$ cat src/rtl/uart_tx_core.sv
// UART transmitter: 8-entry byte FIFO feeding a start/8-data/parity/1-2-stop framer.
// Framing, parity and bit timing are latched per frame when the FIFO head is loaded.
module uart_tx_core #(
  parameter int DATA_W     = 8,
  parameter int FIFO_DEPTH = 8,
  parameter int DIV_W      = 12
) (
  input  logic              clk,
  input  logic              reset,
  input  logic [DIV_W-1:0]  baud_divisor,
  input  logic              parity_sel,
  input  logic              two_stop_bits,
  input  logic [DATA_W-1:0] wr_data,
  input  logic              wr_en,
  output logic              tx_out,
  output logic              tx_busy,
  output logic              fifo_full,
  output logic              fifo_empty,
  output logic              overflow
);

  localparam int PTR_W   = $clog2(FIFO_DEPTH);
  localparam int CNT_W   = PTR_W + 1;
  localparam int FRAME_W = DATA_W + 4;

  typedef enum logic [1:0] {IDLE, LOAD, SHIFT} state_t;

  state_t             state, state_nxt;
  logic [DATA_W-1:0]  mem [FIFO_DEPTH];
  logic [PTR_W-1:0]   wr_ptr, rd_ptr;
  logic [CNT_W-1:0]   count;
  logic [FRAME_W-1:0] frame_sr;
  logic [DIV_W-1:0]   div_q;
  logic [DIV_W-1:0]   baud_cnt;
  logic [3:0]         bits_left;
  logic               push, pop, bit_done;

  function automatic logic parity_bit(input logic [DATA_W-1:0] d, input logic even);
    return even ? ^d : ~^d;
  endfunction

  assign fifo_full  = (count == CNT_W'(FIFO_DEPTH));
  assign fifo_empty = (count == '0);
  assign push       = wr_en && !fifo_full;
  assign pop        = (state == LOAD);
  assign bit_done   = (baud_cnt == div_q);
  assign tx_busy    = (state != IDLE);

  always_ff @(posedge clk) begin
    if (reset) state <= IDLE;
    else       state <= state_nxt;
  end

  always_comb begin
    state_nxt = state;
    case (state)
      IDLE:    if (!fifo_empty) state_nxt = LOAD;
      LOAD:    state_nxt = SHIFT;
      SHIFT:   if (bit_done && bits_left == 4'd1) state_nxt = IDLE;
      default: state_nxt = IDLE;
    endcase
  end

  // Data storage: FIFO array, frame shift register and per-frame divisor carry no reset.
  always_ff @(posedge clk) begin
    if (push) mem[wr_ptr] <= wr_data;
    if (state == LOAD) begin
      frame_sr <= {2'b11, parity_bit(mem[rd_ptr], parity_sel), mem[rd_ptr], 1'b0};
      div_q    <= baud_divisor;
    end else if (state == SHIFT && bit_done) begin
      frame_sr <= frame_sr >> 1;
    end
  end

  always_ff @(posedge clk) begin
    if (reset) begin
      wr_ptr    <= '0;
      rd_ptr    <= '0;
      count     <= '0;
      overflow  <= 1'b0;
      tx_out    <= 1'b1;
      baud_cnt  <= '0;
      bits_left <= '0;
    end else begin
      // Full is judged on the pre-edge count, so a same-edge pop never rescues a write.
      overflow <= wr_en && fifo_full;
      if (push) wr_ptr <= wr_ptr + PTR_W'(1);
      if (pop)  rd_ptr <= rd_ptr + PTR_W'(1);
      case ({push, pop})
        2'b10:   count <= count + CNT_W'(1);
        2'b01:   count <= count - CNT_W'(1);
        default: count <= count;
      endcase
      case (state)
        LOAD: begin
          tx_out    <= 1'b0;
          baud_cnt  <= '0;
          bits_left <= two_stop_bits ? 4'd12 : 4'd11;
        end
        SHIFT: begin
          if (bit_done) begin
            baud_cnt  <= '0;
            bits_left <= bits_left - 4'd1;
            tx_out    <= (bits_left == 4'd1) ? 1'b1 : frame_sr[1];
          end else begin
            baud_cnt <= baud_cnt + DIV_W'(1);
          end
        end
        default: tx_out <= 1'b1;
      endcase
    end
  end

endmodule

$ cat config.mk
export PLATFORM = sky130hd
export DESIGN_NAME = uart_tx_core
export DESIGN_NICKNAME = d
export VERILOG_FILES = /design/src/rtl/uart_tx_core.sv
export SDC_FILE = /design/constraint.sdc
export NUM_CORES = 1
export LEC_CHECK = 0
export ABC_AREA = 1
export CAP_MARGIN = 10
export CORE_AREA = 3 3 119 121
export CTS_CLUSTER_DIAMETER = 30
export CTS_CLUSTER_SIZE = 10
export DETAILED_ROUTE_END_ITERATION = 16
export DIE_AREA = 0 0 122 124
export SLEW_MARGIN = 20
export SYNTH_ARGS = -nofsm -noshare
export SYNTH_HDL_FRONTEND = slang
export SYNTH_SLANG_ARGS = --single-unit
$ cat constraint.sdc
create_clock -name clk -period 3.75 [get_ports clk]
set_clock_uncertainty 0.05 [all_clocks]
set_input_delay 1.125 -clock clk [delete_from_list [all_inputs] [get_ports clk]]
set_output_delay 1.125 -clock clk [all_outputs]
set_load 0.02 [all_outputs]
==> reports/summary.md, run 1 <==
The final layout contains 668 nets. The initial antenna violation count came out at 0. The run gives 3934 as the number of global-route vias before repair.

The power density relative to cell area is 694.8 nW/um^2, and the switching fraction of total power is 32.30%. For the net load switching power, the log shows 1.461 mW. Gates resized during post-CTS repair numbered 0. Leftover overflow at the end of global routing: 0. STA puts the critical path data arrival time at 1.98 ns. The number of library cell types mapped by synthesis is 33. The detail-routed net length per standard cell works out to 13.81 um. The die is 122 um wide. For the sequential share of power, the log shows 38.1%. Starting density of the core: 41.84%. Counting flops and latches in the post-synthesis netlist gives 120.

Synthesis produced 597 cells. The run gives 299 as the count of routing violations after the opening detailed-route iteration. Leaving out fill and tap cells, the most frequent cell in the layout is sky130_fd_sc_hd__nand2_1. The tools report the internal power summed over all cells as 3.062 mW. For this block, the routed nets add up to 11320 um of wire.

The relative max-transition margin came out at 48.46%. The critical path data required time was 2.57 ns; the detail-routed via count per cell was 4.750. Synthesis produced a netlist with a net count of 633. The count of fill cells added during filler insertion is 1208. Port buffering added 29 buffers. The logs give 30 for the boundary pin count and 5947 sq um for the post-placement cell area. For the number of buffers on the longest clock path, the log shows 2. In this run the standard cell core region covers 13190 sq um. For this run, the share of the core covered by cells in the final layout is 49.36%. The sum of net half-perimeters after detailed placement was 7991 um; the pin count of the biggest net entering global routing was 33.

After routing, the total negative slack on setup checks comes to 0 ns. The share of the Yosys chip area taken by registers is 58.94%. Setup violations remaining at the end of the flow were counted as 0. Clock tree synthesis inserted a total of 17 buffers.

The antenna diode count was 0; the growth of design area from synthesis to finish was 17.96%. The period utilization is 84.04%, and the overall routing resource usage is 16.39%. CTS built an H-tree with a depth of 4. Leaving out fill and tap cells, the most frequent cells in the layout are sky130_fd_sc_hd__nand2_1, sky130_fd_sc_hd__inv_1, sky130_fd_sc_hd__edfxtp_1.

Clock group share of total power: 33.9%. The type of destination of the critical path was an output pin. The number of warnings printed during yosys synthesis is 0, and the final critical delay including setup and external delays is 3.151 ns.

The portion of total power attributed to combinational logic is 28.0%, and the final design area excluding fillers is 6510 sq um. In this run the core area contains 42 standard-cell rows. Summed over all instances, the cell type with the most area after synthesis is sky130_fd_sc_hd__edfxtp_1. Across the run, the number of max-cap violations was 0. Based on the critical path, the design can be clocked at up to 0.3173 GHz. For the pin with the worst max-slew slack, the measured transition is 0.7679 ns. The critical path is of the reg2out type.

The final hold violation count is 0. The clock-pin transition on the worst setup and hold timing paths is 0.05 ns, and the total number of vias is 3895. In this run the vertical extent of the chip is 124 um. The run finished with clean final reports.

The remaining number of nets flagged by the antenna check after routing is 0. After detailed routing, the number of remaining DRC violations is 0. Setup repair after global routing left no endpoint under its margin. For the count of hold-fix buffers inserted at cts, the log shows 0. The worst hold path belongs to the class reg2reg. The tools report the clock insertion delay at the later pin of the skew report as 0.41 ns. The logs give 120 for the count of clock tree sinks and 5519 sq um for the post-synth design cell area.

The global-route wire length before repair came out at 18930 um. Kind of launch point of the worst setup path: a flip-flop. Along the worst path, the maximum fanout reaches 4.

At the end of routability-driven placement, the weighted congestion stood at 0.8387. The tools report the area of the die as 15130 sq um. The max-slew violation count was 0.

The cell at the root of the clock tree was sky130_fd_sc_hd__clkbuf_16. In this run the mean area of a mapped cell was 9.245 sq um. TritonCTS built the clock tree.

Of the post-synthesis cell area, the dominant cell type holds 46.25%. By area the synthesized netlist is led by sky130_fd_sc_hd__edfxtp_1, sky130_fd_sc_hd__dfxtp_1, sky130_fd_sc_hd__nand2_1. The peak supply drop was 0.5793 mV. The analysis attributes to cell leakage a power of 2.717 nW. The first detailed-routing pass ran for 5 iterations. Cells with a size suffix above 1 make up 6.832% of the layout. The number of setup buffers added after CTS is 0.
## worst max-delay path, stage by stage (launching register included)
cell and delay, ns:
sky130_fd_sc_hd__dfxtp_1 0.34, sky130_fd_sc_hd__nor2_1 0.11, sky130_fd_sc_hd__inv_1 0.06, sky130_fd_sc_hd__nor3_1 0.35, sky130_fd_sc_hd__clkdlybuf4s50_1 0.70
## synthesized netlist by cell type
cell	n
sky130_fd_sc_hd__nor3b_2	1
sky130_fd_sc_hd__buf_6	5
sky130_fd_sc_hd__o22ai_1	1
sky130_fd_sc_hd__ha_1	11
sky130_fd_sc_hd__buf_2	6
sky130_fd_sc_hd__o21ai_1	4
sky130_fd_sc_hd__a31oi_1	1
sky130_fd_sc_hd__clkinv_1	1
sky130_fd_sc_hd__nor3_2	1
sky130_fd_sc_hd__nand3_2	2
sky130_fd_sc_hd__nor2_2	1
sky130_fd_sc_hd__inv_2	3
sky130_fd_sc_hd__nand3b_1	1
sky130_fd_sc_hd__nor4_1	1
sky130_fd_sc_hd__xor2_1	11
sky130_fd_sc_hd__edfxtp_1	85
sky130_fd_sc_hd__nand2_1	158
sky130_fd_sc_hd__buf_4	3
sky130_fd_sc_hd__nor3_1	3
sky130_fd_sc_hd__xnor2_1	11
sky130_fd_sc_hd__o211ai_1	1
sky130_fd_sc_hd__o21ai_0	29
sky130_fd_sc_hd__or2_2	4
sky130_fd_sc_hd__nor3_4	1
sky130_fd_sc_hd__clkbuf_1	5
sky130_fd_sc_hd__nand3_1	56
sky130_fd_sc_hd__dfxtp_1	35
sky130_fd_sc_hd__nand2_2	1
sky130_fd_sc_hd__o31ai_1	2
sky130_fd_sc_hd__nor2_1	54
sky130_fd_sc_hd__nand4_1	2
sky130_fd_sc_hd__inv_1	85
sky130_fd_sc_hd__a21oi_1	12
## cell families after synthesis
group	share of synthesized area, %
compound gates	4.716
xor+xnor	3.491
fa+ha+maj	2.494
buf+inv	8.365
flops	58.94
simple gates	21.99
## registers in the layout, summed over array words and instances (netlist names), named ones only
signal,count
div_q,12
state,2
count,4
tx_out,1
mem,64
overflow,1
wr_ptr,3
bits_left,4
rd_ptr,3
baud_cnt,12
frame_sr,11
## per-layer routing
metal / global-route usage, % / routed length [um]
met5: 0 / 0
met4: 5.392 / 165
met3: 4.632 / 465
met2: 28.28 / 5500
met1: 19.88 / 5193
## power groups by stage
stage / Combinational [mW] / Clock, mW / Sequential (mW)
4_1_cts: 1.27 / 1.56 / 1.72
5_1_grt: 1.44 / 1.63 / 1.74
2_1_floorplan: 0.992 / 0 / 1.71
6_report: 1.27 / 1.53 / 1.72
3_3_place_gp: 1.22 / 0 / 1.74
3_5_place_dp: 1.26 / 0 / 1.75
## through the flow
stage	setup WS, ns	hold WS [ns]	instances	power [mW]
floorplan	1.163	0.3923	597	2.701
global placement	0.5072	0.4077	789	2.964
detailed placement	0.3427	0.4271	789	3.008
CTS	0.5814	0.4326	820	4.555
global route	0.4744	0.4658	820	4.814
finish	0.5986	0.4314	820	4.523
## path summary, 6_finish.rpt
check	start	endpoint	slack, ns	cells past startpoint
setup / recovery	count[0]$_SDFFE_PP0P_	fifo_empty	0.60	4
hold reg to reg	frame_sr[11]$_SDFFE_PP1N_	frame_sr[10]$_SDFFE_PP1N_	0.43	2
hold / removal	frame_sr[11]$_SDFFE_PP1N_	frame_sr[10]$_SDFFE_PP1N_	0.43	2
setup reg to reg	flip-flop	frame_sr[9]$_DFFE_PP_	1.26	11
## area by class of cell
type	count	area, sq um	share of cell area [%]
clock buffer	26	489.2	7.515
tap	176	220.2	3.383
clock inverter	5	73.82	1.134
multi-input combinational	369	1804	27.71
sequential	120	3253	49.97
inverter	89	334.1	5.132
timing repair buffer	35	335.3	5.151
No activity file was read; power rests on OpenSTA's default activity.
==> run 2, diff against run 1 <==
==> constraint.sdc (replaced) <==
create_clock -name clk -period 2.6 [get_ports clk]
set_clock_uncertainty 0.05 [all_clocks]
set_input_delay 0.78 -clock clk [delete_from_list [all_inputs] [get_ports clk]]
set_output_delay 0.78 -clock clk [all_outputs]
set_load 0.02 [all_outputs]
==> reports/summary.md, run 2 (synthesis results as in run 1) <==
For the count of routing violations after the opening detailed-route iteration, the log shows 327 (was 299). The tools report the global-route wire length before repair as 19240 um (was 18930 um). The net total in the final layout was 682 (was 668); the maximum fanout count along the critical path was 4 (unchanged). The quantity of gates resized following cts was 2 (was 0). The largest stage delay on the critical path came out at 0.34 ns (was 0.70 ns). The logs give 2 (unchanged) for the number of buffers on the longest clock path and 6052 sq um (was 5947 sq um) for the post-placement cell area.

Area used by sequential logic in the layout: 3253 sq um (unchanged). Biggest registers after layout: mem x64, baud_cnt x12, div_q x12 (unchanged). The tools report the critical path data required time as 1.77 ns (was 2.57 ns). Final count of negative-setup-slack endpoints: 0 (unchanged). The count of cells along the worst hold path was 2 (unchanged); the max-slew violation count was 0 (unchanged).

The most common cell after layout, fill and taps aside is sky130_fd_sc_hd__nand2_1 (unchanged). For the pin count of the biggest net entering global routing, the log shows 33 (unchanged). The boundary pin count was 30 (unchanged). The slowest cell on the critical path was sky130_fd_sc_hd__dfxtp_1 (was sky130_fd_sc_hd__clkdlybuf4s50_1).

The tools report the initial antenna violation count as 0 (unchanged). Total number of H-tree levels: 4 (unchanged). Start-to-end type of the worst setup path: reg2out (unchanged). For the worst slack on hold paths, the log shows 0.4245 ns (was 0.4314 ns). Critical-path cell list: nor2_1 > inv_1 > nor3_1 > buf_4 > dlygate4sd2_1 (was nor2_1 > inv_1 > nor3_1 > clkdlybuf4s50_1). Commonest non-fill, non-tap cells in the layout: sky130_fd_sc_hd__nand2_1, sky130_fd_sc_hd__inv_1, sky130_fd_sc_hd__edfxtp_1 (unchanged).

Area occupied by multi-input gates: 1804 sq um (unchanged). The total number of placement rows is 42 (unchanged). The die width came out at 122 um (unchanged).

Leakage dissipation: 2.819 nW (was 2.717 nW). The number of DRC violations after detailed routing came out at 0 (unchanged). The clock period could shrink to 2.402 ns. The relative max-transition margin was 46.46% (was 48.46%).

The total number of vias was 4017 (was 3895); the count of hold-fix buffers inserted at cts was 0 (unchanged). The run gives 0 (unchanged) as the final hold violation count. The flip-flop count of the largest register, all copies and words added is 64 (unchanged), and the area of the die is 15130 sq um (unchanged). Number of buffers added for setup after CTS: 0 (unchanged). The run gives 3970 (was 3934) as the number of global-route vias before repair. The detail-routed via count per cell came out at 4.811 (was 4.750).

The tools report the cell at the root of the clock tree as sky130_fd_sc_hd__clkbuf_16 (unchanged). Type of destination of the critical path: an output pin (unchanged). The count of clock tree sinks was 120 (unchanged). The run gives 17 (unchanged) as the total CTS buffers. Kind of launch point of the worst setup path: a flip-flop (unchanged).

The detail-routed net length per standard cell is 14.17 um (was 13.81 um), and the placeable core area is 13190 sq um (unchanged). The die span in y was 124 um (unchanged); the antenna diode count was 0 (unchanged). The share of final-layout standard cells stronger than drive strength 1 was 9.408% (was 6.832%); the data arrival time at the worst-slack endpoint was 1.57 ns (was 1.98 ns). The peak supply drop was 0.6663 mV (was 0.5793 mV). Setup repair after global routing left no endpoint under its margin.

The flow ran to the end, and the final reports show no timing, DRC or antenna violations. Transition time at the pin with the least slew margin: 0.7977 ns (was 0.7679 ns). Count of input and output buffers: 29 (unchanged).

First-pass detailed-route iteration total: 5 (unchanged). The worst hold-check path type is reg2reg (unchanged). The accumulated negative setup slack came out at 0 ns (unchanged).

The growth of design area from synthesis to finish was 20.27% (was 17.96%); the final worst-path setup slack was 0.1977 ns (was 0.5986 ns). TritonCTS built the clock tree. The routability congestion estimate was 0.8622 (was 0.8387). The power density relative to cell area is 1001 nW/um^2 (was 694.8 nW/um^2). The run gives 0 (unchanged) as the number of violations of the max-capacitance limit. The period utilization was 92.39%; the power after layout was 6.642 mW (was 4.523 mW).

Starting density of the core: 41.84% (unchanged). The final design area excluding fillers is 6638 sq um (was 6510 sq um), and the worst reg2reg path depth is 12 (was 11). The logs give 8180 um (was 7991 um) for the sum of net half-perimeters after detailed placement and 0.4163 GHz for the maximum frequency from static timing analysis. The overall routing resource usage was 17.05% (was 16.39%). The sum of routed wire length over all layers is 11830 um (was 11320 um), and the count of fill cells added during filler insertion is 1193 (was 1208). The top register by number of flip-flops is mem (unchanged). The clock insertion delay at the later pin of the skew report came out at 0.42 ns (was 0.41 ns). The leftover overflow at the end of global routing was 0 (unchanged). For the post-place setup slack, the log shows -0.1874 ns (was 0.3427 ns).

The remaining number of nets flagged by the antenna check after routing was 0 (unchanged); the clock-pin transition on the worst setup and hold timing paths was 0.05 ns (about the same).
-- run 2: cell count changes in the layout (fill, tap and decap cells not counted), moves of 2 or more --
| cell | delta |
|---|---|
| sky130_fd_sc_hd__clkbuf_1 | -2 |
| sky130_fd_sc_hd__buf_4 | +14 |
| sky130_fd_sc_hd__dlygate4sd2_1 | +2 |
| sky130_fd_sc_hd__bufinv_16 | -2 |
| sky130_fd_sc_hd__clkdlybuf4s50_1 | -3 |
| sky130_fd_sc_hd__clkbuf_16 | +3 |
-- run 2: per-stage QoR --
step / utilization [%] / cells
finish: 50.32 / 835
floorplan: - / 597
global placement: 45.88 / 803
detailed placement: 45.88 / 803
CTS: 50.30 / 835
global route: 50.32 / 835
-- run 2: worst max-delay path: cells and delay by family, from the launching register on --
kind          cells  cell delay [ns]
flops             1             0.34
buf+inv           3             0.55
simple gates      2             0.27
-- run 2: area by class of cell --
class                   instances  share of cell area (%)
multi-input cells             369                   27.18
clock buffers                  27                   8.388
inverters                      89                   5.033
flip-flops and latches        120                   49.01
repair buffers                 49                   6.635
well taps                     176                   3.318
clock inverters                 5                  0.4336
-- run 2: routing by layer --
| metal | up-vias | track usage [%] | wire length [um] |
|---|---|---|---|
| met5 | - | 0 | 0 |
| met4 | 0 | 7.983 | 365 |
| met3 | 31 | 4.950 | 556 |
| met2 | 110 | 28.52 | 5800 |
| met1 | 1853 | 20.35 | 5108 |
| li1 | 2023 | - | - |
-- run 2: report_power, final --
group          internal [mW]  total (mW)  switching, mW
clock                   1.46        2.26          0.804
combinational          0.655        1.91           1.26
sequential              2.33        2.47          0.137
-- run 2: path summary, 6_finish.rpt --
kind,startpoint,end,slack (ns)
worst min register to register,tx_out$_SDFFE_PP1P_,tx_out$_SDFFE_PP1P_,0.42
worst min-delay path,tx_out$_SDFFE_PP1P_,tx_out$_SDFFE_PP1P_,0.42
worst max register to register,flip-flop,frame_sr[9]$_DFFE_PP_,0.43
worst max-delay path,count[0]$_SDFFE_PP0P_,fifo_empty,0.20
